<file path="config.mk">
export PLATFORM = sky130hd
export DESIGN_NAME = apb_arb_master
export DESIGN_NICKNAME = d
export VERILOG_FILES = /design/src/rtl/apb_arb_master.sv
export SDC_FILE = /design/constraint.sdc
export NUM_CORES = 1
export LEC_CHECK = 0
export CAP_MARGIN = 10
export CORE_AREA = 2 2 119 121
export DETAILED_ROUTE_END_ITERATION = 8
export DIE_AREA = 0 0 121 123
export DONT_BUFFER_PORTS = 1
export GPL_ROUTABILITY_DRIVEN = 0
export GPL_TIMING_DRIVEN = 0
export PLACE_DENSITY = 0.46
export SLEW_MARGIN = 10
export SYNTH_ARGS = -nofsm -noshare
export SYNTH_HDL_FRONTEND = slang
export SYNTH_SLANG_ARGS = --single-unit
</file>
<file path="constraint.sdc">
create_clock -name clk -period 2 [get_ports clk]
set_input_delay 0.3 -clock clk [delete_from_list [all_inputs] [get_ports clk]]
set_output_delay 0.3 -clock clk [all_outputs]
set_load 0.03 [all_outputs]
</file>
<file path="src/rtl/apb_arb_master.sv">
// Two-requester APB master: round-robin arbitration in IDLE, then one SETUP/ACCESS
// transfer on the shared APB port with a registered per-requester completion strobe.
module apb_arb_master #(
  parameter int ADDR_W = 32,
  parameter int DATA_W = 32
) (
  input  logic                clk,
  input  logic                rst,
  input  logic [1:0]          req_valid,
  input  logic [1:0]          req_write,
  input  logic [2*ADDR_W-1:0] req_addr,
  input  logic [2*DATA_W-1:0] req_wdata,
  output logic [1:0]          req_ready,
  output logic [1:0]          rsp_valid,
  output logic [DATA_W-1:0]   rsp_rdata,
  output logic                rsp_slverr,
  output logic                busy,
  output logic                PSEL1,
  output logic                PENABLE,
  output logic                PWRITE,
  output logic [ADDR_W-1:0]   PADDR,
  output logic [DATA_W-1:0]   PWDATA,
  input  logic                PREADY,
  input  logic [DATA_W-1:0]   PRDATA,
  input  logic                PSLVERR
);

  localparam logic [1:0] S_IDLE   = 2'd0;
  localparam logic [1:0] S_SETUP  = 2'd1;
  localparam logic [1:0] S_ACCESS = 2'd2;

  logic [1:0]        state_q, state_d;
  logic              last_q, last_d;
  logic              owner_q, owner_d;
  logic              psel_q, psel_d;
  logic              penable_q, penable_d;
  logic              pwrite_q, pwrite_d;
  logic [ADDR_W-1:0] paddr_q, paddr_d;
  logic [DATA_W-1:0] pwdata_q, pwdata_d;
  logic [1:0]        rsp_valid_q, rsp_valid_d;
  logic [DATA_W-1:0] rsp_rdata_q, rsp_rdata_d;
  logic              rsp_slverr_q, rsp_slverr_d;
  logic              winner;
  logic              accept;

  // On a tie the requester not granted last time wins; otherwise the lone requester.
  always_comb begin
    if (req_valid == 2'b11) winner = ~last_q;
    else                    winner = ~req_valid[0];
  end

  assign accept    = (state_q == S_IDLE) && (|req_valid) && !rst;
  assign req_ready = accept ? (winner ? 2'b10 : 2'b01) : 2'b00;

  always_comb begin
    state_d      = state_q;
    last_d       = last_q;
    owner_d      = owner_q;
    psel_d       = psel_q;
    penable_d    = penable_q;
    pwrite_d     = pwrite_q;
    paddr_d      = paddr_q;
    pwdata_d     = pwdata_q;
    rsp_valid_d  = 2'b00;
    rsp_rdata_d  = rsp_rdata_q;
    rsp_slverr_d = rsp_slverr_q;
    case (state_q)
      S_IDLE: begin
        if (accept) begin
          state_d  = S_SETUP;
          last_d   = winner;
          owner_d  = winner;
          psel_d   = 1'b1;
          pwrite_d = req_write[winner];
          paddr_d  = winner ? req_addr[2*ADDR_W-1:ADDR_W]  : req_addr[ADDR_W-1:0];
          pwdata_d = winner ? req_wdata[2*DATA_W-1:DATA_W] : req_wdata[DATA_W-1:0];
        end
      end
      S_SETUP: begin
        state_d   = S_ACCESS;
        penable_d = 1'b1;
      end
      S_ACCESS: begin
        // Completer response is only looked at here; wait states are unbounded.
        if (PREADY) begin
          state_d      = S_IDLE;
          psel_d       = 1'b0;
          penable_d    = 1'b0;
          rsp_valid_d  = owner_q ? 2'b10 : 2'b01;
          rsp_rdata_d  = PRDATA;
          rsp_slverr_d = PSLVERR;
        end
      end
      default: begin
        state_d   = S_IDLE;
        psel_d    = 1'b0;
        penable_d = 1'b0;
      end
    endcase
  end

  always_ff @(posedge clk) begin
    if (rst) begin
      state_q      <= S_IDLE;
      last_q       <= 1'b1;
      owner_q      <= 1'b0;
      psel_q       <= 1'b0;
      penable_q    <= 1'b0;
      pwrite_q     <= 1'b0;
      paddr_q      <= '0;
      pwdata_q     <= '0;
      rsp_valid_q  <= 2'b00;
      rsp_rdata_q  <= '0;
      rsp_slverr_q <= 1'b0;
    end else begin
      state_q      <= state_d;
      last_q       <= last_d;
      owner_q      <= owner_d;
      psel_q       <= psel_d;
      penable_q    <= penable_d;
      pwrite_q     <= pwrite_d;
      paddr_q      <= paddr_d;
      pwdata_q     <= pwdata_d;
      rsp_valid_q  <= rsp_valid_d;
      rsp_rdata_q  <= rsp_rdata_d;
      rsp_slverr_q <= rsp_slverr_d;
    end
  end

  assign busy       = (state_q != S_IDLE);
  assign PSEL1      = psel_q;
  assign PENABLE    = penable_q;
  assign PWRITE     = pwrite_q;
  assign PADDR      = paddr_q;
  assign PWDATA     = pwdata_q;
  assign rsp_valid  = rsp_valid_q;
  assign rsp_rdata  = rsp_rdata_q;
  assign rsp_slverr = rsp_slverr_q;

endmodule

</file>
==> results of run 1 <==
## cells by family after synthesis
kind of cell    synth area share
flops                      0.527
buf+inv                   0.0515
compound gates             0.218
simple gates               0.201
mux                      0.00248
## state kept, by name (all words and copies together), names as in the netlist
name	count
owner_q	1
rsp_slverr	1
last_q	1
PWDATA	32
PENABLE	1
PADDR	32
PWRITE	1
rsp_rdata	32
state_q	2
rsp_valid	2
PSEL1	1
## routing by layer
layer	part of all wire	wire length, um	GRT usage	vias to the layer above
met1	0.41	5160	0.194	1602
li1	-	-	-	1608
met4	0.020	249	0.0589	0
met2	0.47	5860	0.258	151
met3	0.094	1160	0.0669	17
met5	0	0	0	-
## timing repair
action	CTS	global route
setup buffers	1	0
pin swaps	1	0
resized for setup	6	0
endpoints found under the setup margin	3	10
## worst paths after layout
kind | startpoint | to | slack, ns
max | state_q[0] | req_ready[1] | 0.11
min | PSLVERR | rsp_slverr | 0.08
max reg2reg | state_q[0] | PADDR[22] | 0.21
min reg2reg | owner_q | rsp_valid[0] | 0.44
## stage by stage
step                total power [mW]  instances  setup WS [ns]
floorplan                       3.08        426          0.429
global placement                3.23        606         0.0766
detailed placement              3.24        606         0.0714
CTS                             5.04        623         0.0478
global route                    5.20        623        -0.0276
finish                          4.97        623          0.112
## cell usage in the layout (no fill, tap or decap), types with 2 or more instances in the layout
cell type   synthesis  layout
clkbuf_16           0       9
o21a_1              2       2
clkinvlp_4          0       2
nor2_1              5       5
buf_6               2       2
nor3_1              4       4
a221o_1            55      55
nand3_1            10      10
buf_4               2       4
clkbuf_1           27      27
buf_2              11      10
dfxtp_1           106     106
and3_1             56      56
a21oi_1            35      35
nand2_1            67      67
o21ai_0            10      10
a31oi_1            10      10
clkinv_4            0       2
nand4_1            10      10
clkbuf_2            2       2
## power by group
group / switching [mW] / total, mW / internal [mW] / leakage (nW)
clock network: 0.795 / 1.77 / 0.974 / 0.139
registers: 0.432 / 2.71 / 2.28 / 0.868
logic: 0.285 / 0.489 / 0.204 / 0.813
## critical path, stage by stage (launching register included)
cell and delay (ns):
dfxtp_1 0.39, nor3_4 0.29, clkbuf_8 0.22, buf_6 0.13, and2_4 0.21
## final cells by class
cell class | count | area share
clock buffers | 10 | 0.0501
multi-input cells | 275 | 0.372
flip-flops and latches | 106 | 0.464
inverters | 1 | 0.000821
repair buffers | 1 | 0.00164
well taps | 180 | 0.0492
clock inverters | 6 | 0.0148
plain buffers | 44 | 0.0473
==> summary.txt, run 1 <==
Power
  • Pleak: 1.82 nW
  • Worst VDD drop: 0.000544 V
  • PwrDens: 1090 nW/um^2

Logic synthesis
  • Synth top area cells: dfxtp_1, a221o_1, and3_1
  • Synth cell types: 29
  • EDFF count, synth: 0
  • Synth Instances: 426
  • Sequential share of the synthesized area: 0.527
  • Ys async rst share: 0
  • Area of the mapped netlist: 4030 um^2
  • Synthesized netlist net count: 594
  • Yosys warnings: 0
  • Synth top area share: 0.527
  • Synth Register Bits: 106
  • Most common cell in the netlist: dfxtp_1
  • Commonest cells post-synth: dfxtp_1, nand2_1, and3_1
  • Syn avg cell area: 9.46 um^2
  • Leading area contributor after synthesis: dfxtp_1
  • Most common flop cell mapped by yosys: dfxtp_1

Floorplan
  • Starting density of the core: 0.296
  • Row count: 43
  • IO Count: 273
  • Die H: 123 um
  • Die Area: 14900 um^2
  • Die X: 121 um
  • CORE AREA: 13600 um^2

Clock tree
  • Hold_buf cts: 0
  • Latest clock arrival within the worst-skew pair: 0.34 ns
  • CTS Root Cell: clkbuf_16
  • Clock Tree Buf Depth: 2
  • CTS Buf Count: 9
  • Clock-pin slew on the worst setup and hold paths: 0.08 ns
  • TritonCTS sink count: 106
  • CTS tree: built
  • H-tree depth: 3

Setup path
  • Arr. time, crit path: 1.59 ns
  • Crit. End Element: output port
  • Worst Setup Start Kind: register
  • Crit path kind: register to output port
  • Critical Path RT: 1.70 ns
  • FF-to-FF path depth: 4
  • Crit-path max FO: 10

Global route
  • Vias in the first global route: 3305
  • Largest net degree at the start of global routing: 18
  • GR Overflow Total: 0
  • Initial antenna violation count: 0
  • First-pass GRT wire length: 18.6 mm
  • GRT Total Usage: 0.161

Detailed routing
  • Initial drt markers: 166
  • Via density: roughly 5.4
  • Vias: 3378
  • Final ANT Viol Nets: 0
  • TritonRoute pass-1 iters: 7
  • Final wirelength: 12.4 mm
  • Routed wire per std cell: ~20 um
  • Residual DRC count: 0

Timing
  • Setup violations, final: 0
  • Setup TNS: 0 ns
  • Rel. slew slack: 0.598
  • WHS: 0.0831 ns
  • Period utilization: 0.944
  • Fmax: 0.530 GHz
  • Pins over their slew limit: 0
  • Clk_skew: 0.00720 ns
  • Unrepaired setup endpoints after global routing: true
  • Final Critical Period: 1.89 ns
  • Slew @ Worst Pin: approximately 0.60 ns
  • Final hold violations: 0

Placement
  • PortBufs: 0
  • DP Area: 4260 um^2
  • DP Wirelength: 9.48 mm

Layout
  • Final Core Density: 0.336
  • Share of layout cells above drive strength 1: 0.0858
  • Design area: 4570 um^2
  • Area grow syn2layout: 13.5%
  • Multi-input gate area: 1700 um^2
  • Fillers: roughly 1400
  • Final #Nets: 606
  • Reg area: 2120 um^2
  • Diodes inserted: 0

Worst hold path
  • Hold depth: 2
  • Worst min path class: primary input to register

Outcome
  • Status: finished, final reports clean

Flow run
  • Max cap viols: 0
(Power assumes the default switching activity.)
==> run 2, diff against run 1 <==
--- a/config.mk
+++ b/config.mk
@@ -13,6 +13,7 @@
 export GPL_ROUTABILITY_DRIVEN = 0
 export GPL_TIMING_DRIVEN = 0
 export PLACE_DENSITY = 0.46
+export SKIP_LAST_GASP = 1
 export SLEW_MARGIN = 10
 export SYNTH_ARGS = -nofsm -noshare
 export SYNTH_HDL_FRONTEND = slang
==> run 2 against run 1 <==
  * Wire length hardly changed
  * Highest routed layer unchanged
  * Clock skew is 0.0017 ns higher
  * Critical path depth is 1 higher
  * Largest cell class unchanged
  * Fmax is 0.11% lower
  * Cell area hardly changed
  * Combinational power hardly changed
  * Non-clock buffer count stayed put
  * Setup slack worse by 0.0021 ns
==> summary.txt, run 2 (synthesis results as in run 1) <==
Outcome
  • Status: finished, final reports clean

Detailed routing
  • TritonRoute pass-1 iters: 6 (-1)
  • Routed wire per std cell: 19.9 um (about the same)
  • Final ANT Viol Nets: 0 (unchanged)
  • Final wirelength: 12.4 mm (about the same)
  • Residual DRC count: 0 (unchanged)
  • Via density: 5.44 (+0.36%)
  • Vias: 3390 (+0.36%)
  • Initial drt markers: 167 (+0.60%)

Layout
  • Area grow syn2layout: 13.6% (about the same)
  • Diodes inserted: 0 (unchanged)
  • Final std cells w/o fill: 623 (unchanged)
  • Design area: 4580 um^2 (about the same)
  • Most common cell after layout, fill and taps aside: dfxtp_1
  • Final #Nets: 606 (unchanged)
  • Share of layout cells above drive strength 1: 0.0880 (+0.00226)
  • Final Core Density: 0.336 (about the same)
  • Commonest non-fill, non-tap cells in the layout: dfxtp_1, nand2_1, and3_1, a221o_1, a21oi_1

Floorplan
  • Row count: 43 (unchanged)
  • CORE AREA: 13600 um^2 (unchanged)
  • Die H: 123 um (unchanged)
  • Die Area: 14900 um^2 (unchanged)
  • Starting density of the core: 0.296 (unchanged)
  • Die X: 121 um (unchanged)
  • IO Count: 273 (unchanged)

Setup path
  • Critical Path RT: 1.70 ns (about the same)
  • Arr. time, crit path: 1.59 ns (about the same)
  • Max incr delay on CP: 0.30 ns (-0.09 ns)
  • CP max stage cell: dfxtp_1
  • Critical Path Most Common Cell: buf_6
  • Worst reg2reg startpoint: state_q[0]
  • FF-to-FF path depth: 4 (unchanged)
  • Crit. End Element: output port
  • Reg-to-reg setup timing slack: 0.22 ns (about the same)
  • Crit-path cells: clkbuf_2, nor3_4, buf_6, buf_6, and2_4
  • Worst Setup Start Kind: register
  • R2R Path End: PADDR[20]
  • Crit-path max FO: 10 (unchanged)
  • Crit path kind: register to output port

Clock tree
  • CTS Root Cell: clkbuf_16
  • Latest clock arrival within the worst-skew pair: 0.35 ns (about the same)
  • CTS Buf Count: 9 (unchanged)
  • H-tree depth: 3 (unchanged)
  • CTS tree: built
  • Hold_buf cts: 0 (unchanged)
  • Clock Tree Buf Depth: 2 (unchanged)
  • TritonCTS sink count: 106 (unchanged)
  • Clock-pin slew on the worst setup and hold paths: 0.08 ns (about the same)

Power
  • Sequential Power Share: 0.545 (about the same)
  • P_int: 3.45 mW (about the same)
  • PwrDens: 1090 nW/um^2 (about the same)
  • Sw Pwr: 1.51 mW (about the same)
  • Combinational power share: 0.098 (about the same)
  • Sw Ratio: 0.304 (about the same)
  • Pleak: 1.82 nW (about the same)
  • Clock Power Share: 0.356 (about the same)
  • Worst VDD drop: 0.000542 V (-0.22%)

Global route
  • GR Overflow Total: 0 (unchanged)
  • Vias in the first global route: 3307 (+0.061%)
  • Largest net degree at the start of global routing: 18 (unchanged)
  • First-pass GRT wire length: 18.6 mm (-0.11%)
  • Grt met3 use: 0.0669 (unchanged)
  • GRT Total Usage: 0.161 (-0.000294)
  • Grt peak-use layer: met2
  • Initial antenna violation count: 0 (unchanged)
  • Met2 Use GR: 0.259 (+0.000351)
  • Met1 Use GR: 0.193 (-0.00114)

Flow run
  • Max cap viols: 0 (unchanged)

Timing
  • Setup violations, final: 0 (unchanged)
  • Setup TNS: 0 ns (unchanged)
  • WHS: 0.0815 ns (-0.00157 ns)
  • Pins over their slew limit: 0 (unchanged)
  • Rel. slew slack: 0.597 (-0.00157)
  • Fmax: 0.529 GHz (-0.11%)
  • Final Critical Period: 1.89 ns (+0.00210 ns)
  • Clk_skew: 0.00891 ns (+0.00170 ns)
  • Slew @ Worst Pin: 0.605 ns (+0.00236 ns)
  • Period utilization: 0.945 (+0.00105)
  • Unrepaired setup endpoints after global routing: true
  • Final hold violations: 0 (unchanged)

Worst hold path
  • Endpoint, Worst Hold: rsp_slverr
  • Hold depth: 2 (unchanged)
  • Worst hold path startpoint: PSLVERR
  • Worst min path class: primary input to register

Placement
  • DP Wirelength: 9.48 mm (unchanged)
  • DP Area: 4260 um^2 (unchanged)
  • Placed instance count: 606 (unchanged)
  • PortBufs: 0 (unchanged)
## run 2: worst max path at each step
stage,to,startpoint,cells past startpoint,slack [ns]
detailed placement,req_ready[1],state_q[1],5,0.07
global route,req_ready[1],state_q[1],5,-0.02
CTS,req_ready[1],state_q[0],4,-0.04
floorplan,req_ready[1],state_q[1],5,0.43
global placement,req_ready[1],state_q[1],5,0.08
finish,req_ready[1],state_q[1],5,0.11
## run 2: routing by layer
metal,part of all wire,wire (um),vias up
li1,-,-,1606
met1,0.41,5140,1614
met2,0.47,5860,153
met3,0.094,1170,17
met4,0.020,253,0
met5,0,0,-
## run 2: critical path: cells and delay by family (launching register included)
kind	cells	cell delay, ns
AND/OR/NAND/NOR	2	0.49
buffers and inverters	3	0.46
flip-flops	1	0.30
## run 2: stage by stage
stage          power, mW  setup slack (ns)
2_1_floorplan       3.08             0.429
3_3_place_gp        3.23            0.0766
3_5_place_dp        3.24            0.0714
4_1_cts             5.03           -0.0358
5_1_grt             5.20           -0.0214
6_report            4.97             0.110
## run 2: cell type report
cell class | count | area (um^2)
Clock buffer | 10 | 229
Fill cell | 1415 | 9030
Timing Repair Buffer | 1 | 7.51
Inverter | 1 | 3.75
Clock inverter | 6 | 67.6
Multi-Input combinational cell | 275 | 1700
Tap cell | 180 | 225
Sequential cell | 106 | 2120
Buffer | 44 | 218
## run 2: power groups by stage
stage / clock (mW) / sequential, mW / combinational, mW
finish: 1.77 / 2.71 / 0.489
global placement: 0 / 2.76 / 0.470
floorplan: 0 / 2.71 / 0.371
detailed placement: 0 / 2.76 / 0.483
CTS: 1.83 / 2.71 / 0.491
global route: 1.92 / 2.73 / 0.551
## run 2: what timing repair did
action / CTS / global route
setup endpoints to repair: 3 / 10
setup buffers: 1 / 0
pin swaps: 1 / 1
gates resized for setup: 4 / 5
==> run 3, diff against run 2 <==
--- a/config.mk
+++ b/config.mk
@@ -6,13 +6,13 @@
 export NUM_CORES = 1
 export LEC_CHECK = 0
 export CAP_MARGIN = 10
-export CORE_AREA = 2 2 119 121
+export CORE_AREA = 2 2 114 127
 export DETAILED_ROUTE_END_ITERATION = 8
-export DIE_AREA = 0 0 121 123
+export DIE_AREA = 0 0 116 129
 export DONT_BUFFER_PORTS = 1
 export GPL_ROUTABILITY_DRIVEN = 0
 export GPL_TIMING_DRIVEN = 0
-export PLACE_DENSITY = 0.46
+export PLACE_DENSITY = 0.48
 export SKIP_LAST_GASP = 1
 export SLEW_MARGIN = 10
 export SYNTH_ARGS = -nofsm -noshare
==> constraint.sdc (replaced) <==
create_clock -name clk -period 1.6 [get_ports clk]
set_input_delay 0.24 -clock clk [delete_from_list [all_inputs] [get_ports clk]]
set_output_delay 0.24 -clock clk [all_outputs]
set_load 0.03 [all_outputs]
==> run 3 against run 2 <==
  * The run now ends with negative setup slack left
  * Hold slack lost 0.062 ns
  * Combinational power is 37% higher
  * Final cell count is 2.2% higher
  * Global-route usage barely moved
  * Register-to-register slack lost 0.12 ns
  * Non-clock buffer count is 5 higher
  * Sequential power is 25% higher
  * Critical endpoint is now req_ready[0]
==> summary.txt, run 3 (synthesis results as in run 1) <==
Layout
  • Share of layout cells above drive strength 1: 0.136 (+0.0481)
  • Fillers: 1431 (+1.1%)
  • Most common cell after layout, fill and taps aside: dfxtp_1
  • Final std cells w/o fill: 637 (+2.2%)
  • Final Core Density: 0.348 (+0.0120)
  • Area grow syn2layout: 17.7%
  • Commonest non-fill, non-tap cells in the layout: dfxtp_1, nand2_1, and3_1, a221o_1, a21oi_1
  • Design area: 4740 um^2 (+3.7%)
  • Final #Nets: 611 (+0.83%)

Floorplan
  • Die X: 116 um (-4.1%)
  • IO Count: 273 (unchanged)
  • Row count: 45 (+4.7%)
  • CORE AREA: 13600 um^2 (+0.10%)
  • Die H: 129 um (+4.9%)
  • Starting density of the core: 0.296 (-0.000299)
  • Die Area: 15000 um^2 (+0.54%)

Global route
  • Largest net degree at the start of global routing: 19 (+1)
  • First-pass GRT wire length: 18.3 mm (-1.3%)
  • Vias in the first global route: 3305 (-0.060%)
  • Initial antenna violation count: 1 (+1)
  • GR Overflow Total: 0 (unchanged)
  • GRT Total Usage: 0.161 (about the same)

Clock tree
  • Clock-pin slew on the worst setup and hold paths: 0.07 ns (about the same)
  • TritonCTS sink count: 106 (unchanged)
  • CTS Root Cell: clkbuf_16
  • CTS Buf Count: 9 (unchanged)
  • Latest clock arrival within the worst-skew pair: 0.35 ns (about the same)
  • CTS tree: built
  • Hold_buf cts: 0 (unchanged)
  • H-tree depth: 3 (unchanged)
  • Clock Tree Buf Depth: 2 (unchanged)

Power
  • Worst VDD drop: 0.000654 V (+21%)
  • Sw Pwr: 1.88 mW (+25%)
  • Sw Ratio: 0.294 (-0.0104)
  • Clock Power Share: 0.366 (+0.010)
  • P_int: 4.52 mW (+31%)
  • Combinational power share: 0.105 (+0.007)
  • Sequential Power Share: 0.529 (-0.016)
  • Total power: 6.41 mW (+29%)
  • Pleak: 1.92 nW (+5.4%)
  • PwrDens: 1350 nW/um^2 (+24%)

Timing
  • Period utilization: 1.01
  • Final hold violations: 0 (unchanged)
  • Setup TNS: -0.0202 ns (-0.0202 ns)
  • WHS: 0.0194 ns (-0.0621 ns)
  • Setup violations, final: 2 (+2)
  • Unrepaired setup endpoints after global routing: true
  • Post-route setup slack: -0.0161 ns (-0.126 ns)
  • Final Critical Period: 1.62 ns
  • Rel. slew slack: 0.645 (+0.0480)
  • Slew @ Worst Pin: 0.533 ns (-0.0720 ns)
  • Clk_skew: 0.00594 ns (-0.00297 ns)
  • Fmax: 0.619 GHz
  • Pins over their slew limit: 0 (unchanged)

Detailed routing
  • Initial drt markers: 163 (-2.4%)
  • TritonRoute pass-1 iters: 6 (unchanged)
  • Residual DRC count: 0 (unchanged)
  • Via density: 5.39 (-0.96%)
  • Final wirelength: 12.8 mm (+3.0%)
  • Final ANT Viol Nets: 0 (unchanged)
  • Routed wire per std cell: 20.1 um (+0.78%)
  • Vias: 3433 (+1.3%)

Setup path
  • Critical Path RT: 1.36 ns (-0.34 ns)
  • Max incr delay on CP: 0.37 ns (+0.07 ns)
  • Crit-path max FO: 5 (-5)
  • Worst Setup Start Kind: register
  • Crit path kind: register to output port
  • Crit. End Element: output port
  • CP startpoint: state_q[1]
  • CP max stage cell: dfxtp_4
  • Worst reg2reg startpoint: last_q
  • Arr. time, crit path: 1.38 ns (-0.21 ns)
  • Crit-path cells: nor3_4, and3_4, buf_12

Placement
  • PortBufs: 0 (unchanged)
  • DP Wirelength: 9.53 mm (+0.53%)
  • DP Area: 4270 um^2 (+0.24%)
  • Setup slack at placement: -0.284 ns (-0.356 ns)
  • Placed instance count: 614 (+1.3%)

Worst hold path
  • Worst hold path startpoint: PRDATA[28]
  • Worst min path class: primary input to register

Outcome
  • Violated checks: negative setup slack
  • Status: finished with violations

Flow run
  • Max cap viols: 0 (unchanged)
-- run 3: cell count changes in the layout (fill, tap and decap cells not counted), moves of 2 or more --
| cell | delta |
|---|---|
| clkbuf_2 | +12 |
| buf_4 | +6 |
| dfxtp_4 | +2 |
| clkbuf_1 | -13 |
| buf_2 | -2 |
| dfxtp_1 | -2 |
-- run 3: path summary, 6_finish.rpt --
check                   to  slack, ns  depth (start not counted)
max           req_ready[0]      -0.02                          3
min          rsp_rdata[28]       0.02                          2
max reg2reg      PADDR[27]       0.10                          5
min reg2reg   rsp_valid[0]       0.44                          1
-- run 3: routing by layer --
layer / up-vias / share of wire / GRT usage
met5: - / 0 / 0
met4: 0 / 0.023 / 0.0812
met3: 18 / 0.090 / 0.0471
met2: 180 / 0.48 / 0.257
met1: 1612 / 0.41 / 0.196
li1: 1623 / - / -
-- run 3: cell type report --
class	instances	area (um^2)	share of cell area
Timing Repair Buffer	9	92.6	0.0195
Sequential cell	106	2130	0.449
Inverter	1	3.75	0.000791
Buffer	41	241	0.0509
Tap cell	188	235	0.0496
Multi-Input combinational cell	275	1730	0.364
Antenna cell	1	2.50	0.000527
Clock inverter	4	76.3	0.0161
Clock buffer	12	236	0.0498
-- run 3: critical path, delay by kind of cell (launching register included) --
family / cells / cell delay [ns]
flops: 1 / 0.37
buf+inv: 1 / 0.14
simple gates: 2 / 0.51
-- run 3: what timing repair did --
item | in CTS | in global routing
setup endpoints to repair | 66 | 64
gates resized for setup | 23 | 32
cloned | 2 | 1
pin swaps | 1 | 3
buffers inserted | 5 | 2
-- run 3: power by group through the flow --
stage / Combinational, mW / Clock, mW / Sequential [mW]
detailed placement: 0.607 / 0 / 3.45
global placement: 0.592 / 0 / 3.45
finish: 0.671 / 2.35 / 3.39
floorplan: 0.464 / 0 / 3.39
CTS: 0.653 / 2.44 / 3.39
global route: 0.748 / 2.53 / 3.41
